`config.mk`:
```
export PLATFORM = sky130hd
export DESIGN_NAME = marker_cluster
export DESIGN_NICKNAME = d
export VERILOG_FILES = /design/src/rtl/marker_pkg.sv /design/src/rtl/marker_cluster_compare.sv /design/src/rtl/marker_cluster.sv
export SDC_FILE = /design/constraint.sdc
export NUM_CORES = 1
export LEC_CHECK = 0
export ABC_CLOCK_PERIOD_IN_PS = 6000
export BUFFER_PORTS_ARGS = -buffer_cell sky130_fd_sc_hd__buf_4
export CAP_MARGIN = 20
export CORE_MARGIN = 2
export CORE_UTILIZATION = 57
export CTS_BUF_LIST = sky130_fd_sc_hd__clkbuf_8
export CTS_CLUSTER_DIAMETER = 120
export DETAILED_ROUTE_END_ITERATION = 8
export PLACE_DENSITY = 0.79
export SETUP_SLACK_MARGIN = 0.05
export SLEW_MARGIN = 20
export SYNTH_ARGS = -nofsm -noshare
export SYNTH_HDL_FRONTEND = slang
export SYNTH_SLANG_ARGS = --single-unit
```
`constraint.sdc`:
```
create_clock -name clk_in -period 6 [get_ports clk_in]
set_input_delay 0.6 -clock clk_in [delete_from_list [all_inputs] [get_ports clk_in]]
set_output_delay 0.6 -clock clk_in [all_outputs]
set_load 0.01 [all_outputs]
```
`src/rtl/marker_pkg.sv`:
```
// Shared types and widths for the marker clustering block.
package marker_pkg;

  localparam int SCREEN_WIDTH  = 1024;
  localparam int SCREEN_HEIGHT = 768;
  localparam int MAX_WIDTH     = 150;
  localparam int NT_THRES      = 40;
  localparam int X_TOL         = 8;
  localparam int MAX_ROW_GAP   = 3;
  localparam int MIN_HITS      = 4;

  localparam int XW  = $clog2(SCREEN_WIDTH) + 1;
  localparam int YW  = $clog2(SCREEN_HEIGHT) + 1;
  localparam int WW  = $clog2(MAX_WIDTH) + 1;
  localparam int NTW = 11;

  typedef enum logic [1:0] {IDLE, TRACK, REPORT} state_t;

  typedef struct packed {
    logic [XW-1:0] x_min;
    logic [XW-1:0] x_max;
    logic [XW-1:0] x_last;
    logic [YW-1:0] first_row;
    logic [YW-1:0] last_row;
    logic [YW-1:0] hits;
    logic [WW-1:0] width;
  } cluster_t;

  function automatic logic [XW-1:0] absdiff_x(input logic [XW-1:0] a, input logic [XW-1:0] b);
    return (a > b) ? (a - b) : (b - a);
  endfunction

  function automatic logic [YW-1:0] absdiff_y(input logic [YW-1:0] a, input logic [YW-1:0] b);
    return (a > b) ? (a - b) : (b - a);
  endfunction

endpackage

```
`src/rtl/marker_cluster_compare.sv`:
```
// Commit eligibility of a candidate cluster against the frame's best cluster.
// Build with MARKER_ROUNDNESS_CHECK_EN to also require height ~= max centre width.
module cluster_compare
  import marker_pkg::*;
(
  input  logic     eval,
  input  cluster_t cand,
  input  cluster_t best,
  output logic     commit,
  output cluster_t best_sel
);

  logic round_ok;

`ifdef MARKER_ROUNDNESS_CHECK_EN
  logic [YW-1:0] height;
  logic [YW-1:0] wid_y;
  logic [YW-1:0] hdiff;

  assign height   = cand.last_row - cand.first_row + YW'(1);
  assign wid_y    = YW'(cand.width);
  assign hdiff    = absdiff_y(height, wid_y);
  assign round_ok = hdiff < (wid_y >> 2);
`else
  assign round_ok = 1'b1;
`endif

  // Strictly greater keeps the earlier cluster on a tie.
  assign commit   = eval && (cand.hits >= YW'(MIN_HITS)) && (cand.hits > best.hits) && round_ok;
  assign best_sel = commit ? cand : best;

endmodule

```
`src/rtl/marker_cluster.sv`:
```
// Groups per-row detections into vertical clusters and reports the best one per frame.
// Optional roundness gate: MARKER_ROUNDNESS_CHECK_EN (see cluster_compare).
//   state  | meaning
//   IDLE   | no open cluster
//   TRACK  | cluster open, extending with nearby rows
//   REPORT | one cycle: publish best cluster, clear everything
module marker_cluster
  import marker_pkg::*;
(
  input  logic           clk_in,
  input  logic           rst_in,
  input  logic [YW-1:0]  vcount_in,
  input  logic           done_in,
  input  logic [XW-1:0]  coord_in,
  input  logic [WW-1:0]  centre_width_in,
  input  logic [NTW-1:0] nt_probability_in,
  input  logic           frame_end_in,
  output logic           marker_valid_out,
  output logic           marker_found_out,
  output logic [XW-1:0]  marker_x_out,
  output logic [YW-1:0]  marker_y_out,
  output logic [WW-1:0]  marker_width_out,
  output logic [YW-1:0]  marker_hits_out
);

  state_t   state, state_next;
  cluster_t cl, cl_next, best, best_sel, cand, fresh, joined;
  logic     row_hit, row_hit_eff, acc, joins, near, eval, commit;
  logic [YW-1:0] last_vcount;
  logic [XW:0]   x_sum;
  logic [YW:0]   y_sum;

  assign row_hit_eff = row_hit && (vcount_in == last_vcount);
  assign acc   = done_in && (nt_probability_in <= NTW'(NT_THRES)) && !row_hit_eff
                 && (state != REPORT);
  // A row number below last_row means vcount wrapped: treated as a gap.
  assign near  = (vcount_in >= cl.last_row) && ((vcount_in - cl.last_row) <= YW'(MAX_ROW_GAP));
  assign joins = (absdiff_x(coord_in, cl.x_last) < XW'(X_TOL)) && near;

  always_comb begin
    fresh.x_min     = coord_in;
    fresh.x_max     = coord_in;
    fresh.x_last    = coord_in;
    fresh.first_row = vcount_in;
    fresh.last_row  = vcount_in;
    fresh.hits      = YW'(1);
    fresh.width     = centre_width_in;

    joined          = cl;
    joined.x_min    = (coord_in < cl.x_min) ? coord_in : cl.x_min;
    joined.x_max    = (coord_in > cl.x_max) ? coord_in : cl.x_max;
    joined.x_last   = coord_in;
    joined.last_row = vcount_in;
    joined.hits     = (&cl.hits) ? cl.hits : cl.hits + YW'(1);
    joined.width    = (centre_width_in > cl.width) ? centre_width_in : cl.width;

    state_next = state;
    cl_next    = cl;
    cand       = cl;
    eval       = 1'b0;
    unique case (state)
      IDLE: begin
        cand = acc ? fresh : '0;
        if (acc) begin
          cl_next    = fresh;
          state_next = TRACK;
        end
      end
      TRACK: begin
        if (acc && joins) begin
          cl_next = joined;
          cand    = joined;
        end else if (acc) begin
          eval    = 1'b1;
          cl_next = fresh;
        end else if (!near) begin
          eval       = 1'b1;
          state_next = IDLE;
        end
      end
      REPORT: state_next = IDLE;
      default: state_next = IDLE;
    endcase

    if (frame_end_in && (state != REPORT)) begin
      eval       = 1'b1;
      state_next = REPORT;
    end
  end

  cluster_compare u_compare (
    .eval     (eval),
    .cand     (cand),
    .best     (best),
    .commit   (commit),
    .best_sel (best_sel)
  );

  assign x_sum = {1'b0, best.x_min} + {1'b0, best.x_max};
  assign y_sum = {1'b0, best.first_row} + {1'b0, best.last_row};

  always_ff @(posedge clk_in) begin
    if (rst_in) begin
      state            <= IDLE;
      cl               <= '0;
      best             <= '0;
      row_hit          <= 1'b0;
      last_vcount      <= '0;
      marker_valid_out <= 1'b0;
      marker_found_out <= 1'b0;
      marker_x_out     <= '0;
      marker_y_out     <= '0;
      marker_width_out <= '0;
      marker_hits_out  <= '0;
    end else begin
      state            <= state_next;
      last_vcount      <= vcount_in;
      row_hit          <= acc || row_hit_eff;
      marker_valid_out <= 1'b0;
      if (state == REPORT) begin
        marker_valid_out <= 1'b1;
        marker_found_out <= (best.hits != '0);
        marker_x_out     <= XW'(x_sum >> 1);
        marker_y_out     <= YW'(y_sum >> 1);
        marker_width_out <= best.width;
        marker_hits_out  <= best.hits;
        cl               <= '0;
        best             <= '0;
      end else begin
        cl   <= cl_next;
        best <= best_sel;
      end
    end
  end

endmodule
```
==> impl_metrics.ini <==
[route]
vias = 11500
postRouteAntennaNets = 0
drtPass1Iterations = 5
drtIter0Drc = 981
wl_per_cell_um = 17.2
drt_wl_total_um = 33400
routed_via_density = 5.92
drc = 0

[cells_and_area]
nets = 1794
layout-drive-gt1-share_pct = 16.8
post-route-util_pct = 68.7
diodes = 0
syn2layout_area_growth_pct = 18.3

[critical_path]
critPathMaxFanout = 6
crit_family = compound AO/OA/AOI/OAI gates
path_depth = 25
slowest_stage = nor4b_1
r2r_slack_ns = 0.03
critPathKind = flip-flop to flip-flop
max_stage_delay_ns = 0.49
cp.required_ns = 6.41
crit_end = best[33]
critPathBufInv = 2
cpMostUsedCell = o21a_1
worstPathArrival_ns = 6.38
reg2reg_to = best[33]
critPathCaptureType = flip-flop
r2r_cells = 25
cp-start-kind = flip-flop

[power]
p_per_area_nw_per_um2 = 175
p_total_w = 0.00252
p_leak_nw = 6.20
ir_worst_vdd_v = 0.000133

[min_path]
hold_path_class = primary input to flip-flop

[clocking]
clkSinkCount = 197
clk_latency_ns = 0.50
cts_made_buffers = 17
hold_buffers = 0
cts_tree = built
cts_root_buffer = clkbuf_8
h-tree-depth = 4
path_clk_slew_ns = 0.12
clock_tree.buffer_depth = 2

[floorplanning]
die_w_um = 150
rows = 53
die_height_um = 150
ios = 90
die_area_um2 = 22500
initial_utilization_pct = 58.1
coreArea_um2 = 21000

[synthesis]
synth_area_leaders = dfxtp_1 32%, ha_1 9.7%, mux2i_1 7.8%
synth-async-reset-ratio_pct = 0
yosys_warnings = 0
synth_adder_area_share_pct = 10.2
synth_compound_area_share_pct = 21.9
avgSynthCellArea_um2 = 8.06
synth_top_family_by_area = compound AO/OA/AOI/OAI gates
synth.mux.area_fraction_pct = 7.82
synth-edff-count = 0
ys_seq_area_share_pct = 32.4
ys_ff_latch = 197
syn_inst = 1509
synth-xor-area-share_pct = 2.30
synthSimpleGateAreaFrac_pct = 18.7
syn-num-nets = 1652
yosys.cell_types.count = 86
yosysTopAreaCell = dfxtp_1
synth_top_area_share_pct = 32.4
netlist_area_um2 = 12200
synth-main-ff-cell = dfxtp_1

[timing]
setup_viol = 0
timing.final.hold_violations = 0
slew-limit-headroom_pct = 30.2
tightest_slew_ns = 1.05
rsz0062_at_grt = yes
final.setup.tns_ns = 0
layout_min_cycle_time_ns = 5.97
fmax_ghz = 0.168
fin_crit_sh_pct = 99.5
timing.hold.ws_ns = 0.340
slew_viol_final = 0
finalClockSkew_ns = 0.0276

[job]
cap_violations = 0

[placed_design]
io_buffer_count = 89
place.gp.congestion = 0.962
dp_hpwl_um = 24100

[global_routing]
grt_antenna_before_repair = 0
overflow = 0
grt_pass1_vias = 10600
grt_max_degree = 116
track_usage_pct = 28.9
grt_pass1_wl_um = 52400

[run_status]
status = completed
==> worst register-to-register path: cells and delay by family (launching register included) <==
kind | cells | cell delay, ns
AO/OA/AOI/OAI | 14 | 2.55
AND/OR/NAND/NOR | 6 | 1.81
adder cells (fa/ha/maj) | 2 | 0.57
buffers and inverters | 2 | 0.41
flip-flops | 1 | 0.35
multiplexers | 1 | 0.21
==> stage by stage <==
step | area, µm² | cells | setup slack, ns
finish | 14400 | 1939 | 0.0306
global route | 14400 | 1939 | -0.156
CTS | 14200 | 1932 | 0.0639
detailed placement | 13700 | 1893 | -0.523
global placement | 13700 | 1893 | -0.453
floorplan | 12300 | 1509 | -0.158
==> report_power, final <==
part           total [W]  leakage [nW]  switching [W]  internal, W
logic           0.000296          4.40       0.000178     0.000118
clock network   0.000905         0.212       0.000549     0.000356
registers        0.00132          1.59     0.00000414      0.00131
==> layout by cell type (no fill, tap or decap), types with 8 or more instances in the layout <==
| master | n |
|---|---|
| clkbuf_8 | 17 |
| or3_1 | 11 |
| mux2i_1 | 95 |
| and3_1 | 10 |
| nand3_1 | 18 |
| buf_4 | 191 |
| o21ai_1 | 9 |
| nand4_1 | 14 |
| a21boi_0 | 12 |
| nor4_1 | 8 |
| nor2b_1 | 23 |
| xnor2_1 | 27 |
| a221oi_1 | 13 |
| ha_1 | 92 |
| dfxtp_1 | 196 |
| a21o_1 | 16 |
| o21ai_0 | 76 |
| a211oi_1 | 9 |
| a21oi_1 | 120 |
| inv_1 | 101 |
| o22ai_1 | 11 |
| nand2_1 | 242 |
| o21a_1 | 26 |
| a22o_1 | 28 |
| nor2_1 | 98 |
| nor3_1 | 25 |
==> cell usage after synthesis, types with 12 or more instances <==
cell and n:
nand2_1 243, a221oi_1 13, nor2b_1 23, a21oi_1 121, nor3_1 25, a21o_1 16, clkbuf_1 63, ha_1 94
o21a_1 26, o21ai_0 78, inv_1 102, mux2i_1 95, a22o_1 28, a21boi_0 12, nor2_1 100, dfxtp_1 197
nand3_1 19, nand4_1 14, xnor2_1 27
==> final cells by class <==
cell class	instances	area, µm²
Clock buffer	17	234
Clock inverter	15	191
Fill cell	1734	6570
Inverter	104	408
Multi-Input combinational cell	1128	7590
Sequential cell	197	3950
Tap cell	275	344
Timing Repair Buffer	203	1680
==> cells by family after synthesis <==
kind of cell	after synthesis
XOR/XNOR	32
multiplexers	95
adder cells (fa/ha/maj)	98
flip-flops	197
buffers and inverters	184
AO/OA/AOI/OAI	405
AND/OR/NAND/NOR	498
==> worst min-delay path by stage <==
stage | depth (start not counted) | slack (ns) | startpoint | endpoint
floorplan | 2 | 0.43 | best[0] | marker_width_out[0]
global placement | 2 | 0.44 | best[5] | marker_width_out[5]
detailed placement | 2 | 0.44 | best[6] | marker_width_out[6]
CTS | 2 | 0.33 | frame_end_in | state[0]
global route | 2 | 0.33 | frame_end_in | state[0]
finish | 2 | 0.34 | frame_end_in | state[0]
==> per-layer routing <==
layer	part of all wire (%)	vias to the layer above	track usage, %	wire [µm]
met5	0	-	0	0
met4	1.9	0	9.20	646
met3	7.1	54	4.09	2370
met2	46	437	47.1	15500
met1	45	5373	39.8	14900
li1	-	5610	-	-
==> timing repair <==
action                                  in CTS  in global routing
buffers inserted                             5                  5
gates resized for setup                      6                 12
gates cloned                                 2                  4
endpoints found under the setup margin      64                 62
pin swaps                                    2                 10
Power figures use the tool's default switching activity.
